$ cat src/rtl/ooo_pkg.sv
// Shared out-of-order core types: ROB commit record, commit FSM states and counter widths.
package ooo_pkg;

    localparam int DATA_WIDTH     = 32;
    localparam int PC_WIDTH       = 32;
    localparam int REG_ADDR_WIDTH = 5;
    localparam int INSTRET_WIDTH  = 64;

    typedef struct packed {
        logic        valid;
        logic [31:0] cause;
    } ooo_exception_t;

    typedef struct packed {
        logic                      valid;
        logic [PC_WIDTH-1:0]       pc;
        logic [REG_ADDR_WIDTH-1:0] rd_addr;
        logic [DATA_WIDTH-1:0]     result;
        ooo_exception_t            exception;
    } ooo_commit_t;

    typedef enum logic [1:0] {
        RUN   = 2'd0,
        TRAP  = 2'd1,
        FLUSH = 2'd2
    } commit_state_e;

endpackage

$ cat src/rtl/commit_unit_perf_counters.sv
// Retired-instruction and committed-exception counters for the commit stage.
// instret wraps; the exception count saturates at all-ones.
module commit_perf_counters
    import ooo_pkg::*;
(
    input  logic                     clk_i,
    input  logic                     rst_ni,
    input  logic                     commit_fire,
    input  logic                     exc_fire,
    output logic [INSTRET_WIDTH-1:0] instret,
    output logic [31:0]              exc_count
);

    always_ff @(posedge clk_i or negedge rst_ni) begin
        if (!rst_ni) begin
            instret   <= '0;
            exc_count <= '0;
        end else begin
            if (commit_fire) instret <= instret + 1'b1;
            if (exc_fire && (exc_count != 32'hFFFF_FFFF)) exc_count <= exc_count + 1'b1;
        end
    end

endmodule

$ cat src/rtl/commit_unit.sv
// ROB commit consumer: in-order retirement to the regfile, trap hand-off to CSR, then flush.
// Performance counters are built only when COMMIT_PERF_CNT_EN is defined.
module commit_unit
    import ooo_pkg::*;
#(
    parameter int DATA_WIDTH     = ooo_pkg::DATA_WIDTH,
    parameter int PC_WIDTH       = ooo_pkg::PC_WIDTH,
    parameter int REG_ADDR_WIDTH = ooo_pkg::REG_ADDR_WIDTH
) (
    input  logic                      clk_i,
    input  logic                      rst_ni,
    input  ooo_commit_t               commit_i,
    output logic                      commit_ready_o,
    input  logic                      flush_req_i,
    output logic                      flush_o,
    output logic                      rf_we_o,
    output logic [REG_ADDR_WIDTH-1:0] rf_waddr_o,
    output logic [DATA_WIDTH-1:0]     rf_wdata_o,
    output logic                      trap_valid_o,
    output logic [PC_WIDTH-1:0]       trap_pc_o,
    output logic [31:0]               trap_cause_o,
    input  logic                      trap_ready_i,
    output logic [63:0]               instret_o,
    output logic [31:0]               exc_count_o
);

    commit_state_e state;
    logic          fire;

    assign commit_ready_o = (state == RUN) && !flush_req_i;
    assign fire           = commit_i.valid && commit_ready_o;
    assign flush_o        = (state == FLUSH) || flush_req_i;

    always_ff @(posedge clk_i or negedge rst_ni) begin
        if (!rst_ni) begin
            state        <= RUN;
            rf_we_o      <= 1'b0;
            rf_waddr_o   <= '0;
            rf_wdata_o   <= '0;
            trap_valid_o <= 1'b0;
            trap_pc_o    <= '0;
            trap_cause_o <= '0;
        end else begin
            rf_we_o <= 1'b0;
            case (state)
                RUN: begin
                    if (fire) begin
                        if (commit_i.exception.valid) begin
                            trap_valid_o <= 1'b1;
                            trap_pc_o    <= commit_i.pc;
                            trap_cause_o <= commit_i.exception.cause;
                            state        <= TRAP;
                        end else begin
                            // x0 is hardwired zero: address/data still track, no write strobe.
                            rf_we_o    <= (commit_i.rd_addr != '0);
                            rf_waddr_o <= commit_i.rd_addr;
                            rf_wdata_o <= commit_i.result;
                        end
                    end
                end
                TRAP: begin
                    if (trap_ready_i) begin
                        trap_valid_o <= 1'b0;
                        state        <= FLUSH;
                    end
                end
                FLUSH:   state <= RUN;
                default: state <= RUN;
            endcase
        end
    end

`ifdef COMMIT_PERF_CNT_EN
    logic exc_fire;
    assign exc_fire = fire && commit_i.exception.valid;

    commit_perf_counters u_perf (
        .clk_i       (clk_i),
        .rst_ni      (rst_ni),
        .commit_fire (fire),
        .exc_fire    (exc_fire),
        .instret     (instret_o),
        .exc_count   (exc_count_o)
    );
`else
    assign instret_o   = '0;
    assign exc_count_o = '0;
`endif

endmodule

$ cat config.mk
export PLATFORM = sky130hd
export DESIGN_NAME = commit_unit
export DESIGN_NICKNAME = d
export VERILOG_FILES = /design/src/rtl/ooo_pkg.sv /design/src/rtl/commit_unit_perf_counters.sv /design/src/rtl/commit_unit.sv
export SDC_FILE = /design/constraint.sdc
export NUM_CORES = 1
export LEC_CHECK = 0
export CORE_AREA = 2 2 120 122
export DETAILED_ROUTE_END_ITERATION = 16
export DIE_AREA = 0 0 122 124
export MAX_ROUTING_LAYER = met4
export PLACE_DENSITY = 0.85
export SLEW_MARGIN = 20
export SYNTH_ARGS = -nofsm -noshare
export SYNTH_HDL_FRONTEND = slang
export SYNTH_SLANG_ARGS = --single-unit
$ cat constraint.sdc
create_clock -name clk_i -period 2.7 [get_ports clk_i]
set_input_delay 0.405 -clock clk_i [delete_from_list [all_inputs] [get_ports clk_i]]
set_output_delay 0.405 -clock clk_i [all_outputs]
set_load 0.005 [all_outputs]
==> impl_metrics.py <==
metrics = {
    "sta": {
        "tns_ps": 0,
        "fmax_ghz": 0.504,
        "maxSlewViolCount": 0,
        "period_share_pct": 73.5,
        "rsz0062_at_grt": "no",
        "fin_crit_ps": 1980,
        "hold_violations": 0,
        "worstMarginPinSlew_ps": 657,
        "skew_ps": 7.22,
        "finalSetupViolations": 0,
        "relSlewSlack_pct": 56.2,
    },
    "global_routing": {
        "grt_max_degree": 67,
        "antenna_found_initial": 0,
        "grt_pass1_wl_um": 15700,
        "grt_util_all_layers_pct": 14.2,
        "grt_remaining_overflow": 0,
        "grt_pass1_vias": 3105,
    },
    "yosys": {
        "ys_seq_area_share_pct": 54.6,
        "synthFlopType": "dfrtp_1",
        "netlist_area_sq_um": 4810,
        "synth_top_cell_area_share_pct": 54.6,
        "synth.area.top_cells": "dfrtp_1, buf_4, mux2_2",
        "postSynthAreaPerCell_sq_um": 14.7,
        "async_reset_ff_share_pct": 100,
        "ys_top_cells_by_count": "dfrtp_1, buf_4, mux2_2, mux2_4, buf_6",
        "synth_area_leader_cell": "dfrtp_1",
        "yosysMostFrequentCell": "dfrtp_1",
        "synth_edf_count": 0,
        "ys_warn_count": 0,
        "ys_types": 19,
        "ys_ff_latch": 105,
        "synthCells": 328,
    },
    "setup_path": {
        "reg2reg_depth": 4,
        "crit_start": "flush_req_i",
        "worstPathRequired_ps": 2300,
        "path_class": "in -> out",
        "cp-endpoint": "commit_ready_o",
        "setup.worst_path.end_class": "output port",
        "startpoint_type": "primary input",
        "path_max_fanout": 3,
        "timing.rr.start": "state[1]$_DFFE_PN0P_",
        "worstPathArrival_ps": 1580,
        "rr_endpoint": "rf_wdata_o[21]$_DFFE_PN0P_",
        "rrSetupSlack_ps": 900,
    },
    "power_and_ir_drop": {
        "fin_total_pwr_mw": 5.23,
        "vdd_drop_max_uv": 347,
        "powerDensity_nw_per_um2": 739,
        "p_leak_nw": 3.23,
    },
    "layout": {
        "layout.nets": 648,
        "drive_gt1_share_pct": 21.4,
        "stdcell_count": 726,
        "fillers": 1127,
        "syn_to_final_growth_pct": 47.0,
        "final_area_sq_um": 7080,
        "final_util_pct": 51.6,
        "num_antenna_cells": 0,
    },
    "clock_tree": {
        "clk_pin_slew_ps": 70,
        "cts-resized-gates": 0,
        "htreeDepth": 3,
        "cts_setup_buffers": 0,
        "clock_latency_ps": 340,
        "hold_buffers": 0,
        "clk_path_buf_depth": 2,
        "cts_buffers": 9,
        "clockRootBuffer": "clkbuf_16",
        "cts_tree": "yes",
        "clock_sinks": 105,
    },
    "floorplanning": {
        "die_area_sq_um": 15100,
        "die_w_um": 122,
        "ios": 308,
        "core_area_sq_um": 13700,
        "rows": 43,
        "start_util_pct": 35.1,
        "die_h_um": 124,
    },
    "route": {
        "drc": 0,
        "via_count": 2982,
        "drt-total-wl_um": 10700,
        "via_per_inst": 4.11,
        "wl_per_cell_um": 14.7,
        "firstDrtPassIters": 4,
        "drt_iter0_drc": 57,
        "postRouteAntennaNets": 0,
    },
    "placement": {
        "gp_congestion": 0.807,
        "dp_hpwl_um": 8180,
        "io_buffers": 211,
        "place_area_sq_um": 6760,
        "dp.cells": 710,
    },
    "outcome": {
        "status": "finished, final reports clean",
    },
    "job": {
        "drv_cap": 0,
    },
    "worst_hold_path": {
        "hold_class": "in -> async",
    },
}
## layout make-up
class / count / area (sq um) / share of cell area [%]
Tap cell: 180 / 225 / 3.18
Sequential cell: 105 / 2630 / 37.1
Timing Repair Buffer: 214 / 2170 / 30.7
Inverter: 3 / 11.3 / 0.159
Clock inverter: 5 / 78.8 / 1.11
Multi-Input combinational cell: 208 / 1720 / 24.3
Clock buffer: 11 / 243 / 3.43
## stage by stage
step	hold slack, ps	setup slack (ps)
3_5_place_dp	470	494
6_report	81.8	716
2_1_floorplan	109	1120
3_3_place_gp	460	537
5_1_grt	119	676
4_1_cts	89.8	714
## power breakdown
part	switching [mW]	internal, mW
logic	0.455	1.18
registers	0.227	1.97
clock network	0.562	0.837
total	1.24	3.99
## logic make-up (layout without fill, tap and decap cells)
group,after synthesis,after routing,share of synthesized area (%)
buffers and inverters,110,233,17.2
flip-flops,105,105,54.6
multiplexers,101,101,26.6
AND/OR/NAND/NOR,7,7,1.01
AO/OA/AOI/OAI,4,4,0.520
other,1,96,0.0779
## flip-flops by register name (all words and copies together) (netlist names)
register	flops
rf_wdata_o	32
trap_cause_o	32
trap_pc_o	32
rf_waddr_o	5
state	2
rf_we_o	1
trap_valid_o	1
## layout by cell type (no fill, tap or decap)
master / synthesis / routed
buf_12: 0 / 3
clkinv_4: 0 / 1
clkinv_2: 0 / 2
nor3_1: 1 / 1
conb_1: 1 / 96
clkdlybuf4s50_1: 0 / 210
bufinv_16: 0 / 2
o21ai_0: 2 / 2
inv_1: 3 / 3
buf_4: 98 / 1
and2b_1: 1 / 1
or4_1: 1 / 1
a21o_1: 1 / 1
nand2b_1: 1 / 1
nor2_1: 1 / 1
clkbuf_16: 0 / 9
o21a_1: 1 / 1
dfrtp_1: 105 / 105
clkbuf_1: 0 / 1
clkbuf_8: 0 / 1
mux2_1: 5 / 5
mux2_4: 38 / 38
nor4b_2: 1 / 1
nand2_4: 0 / 1
mux2_2: 58 / 58
## worst min path at each step
stage	start	end	cells past startpoint
finish	rst_ni	rf_wdata_o[27]$_DFFE_PN0P_	1
global route	rst_ni	rf_wdata_o[27]$_DFFE_PN0P_	1
CTS	rst_ni	rf_wdata_o[22]$_DFFE_PN0P_	1
detailed placement	rst_ni	rf_wdata_o[22]$_DFFE_PN0P_	1
global placement	rst_ni	rf_wdata_o[27]$_DFFE_PN0P_	1
floorplan	rst_ni	rf_waddr_o[0]$_DFFE_PN0P_	0
## worst max-delay path, cell delays in order
cell and delay (ps):
clkdlybuf4s50_1 450, nor3_1 170, clkdlybuf4s50_1 550
## metal layers
| layer | routed length, um | track usage (%) | up-vias |
|---|---|---|---|
| li1 | - | - | 1336 |
| met1 | 4030 | 15.7 | 1446 |
| met2 | 5520 | 23.9 | 187 |
| met3 | 991 | 4.85 | 13 |
| met4 | 151 | 5.17 | 0 |
| met5 | 0 | - | - |
Note: power is estimated with default switching activity, not from simulation.
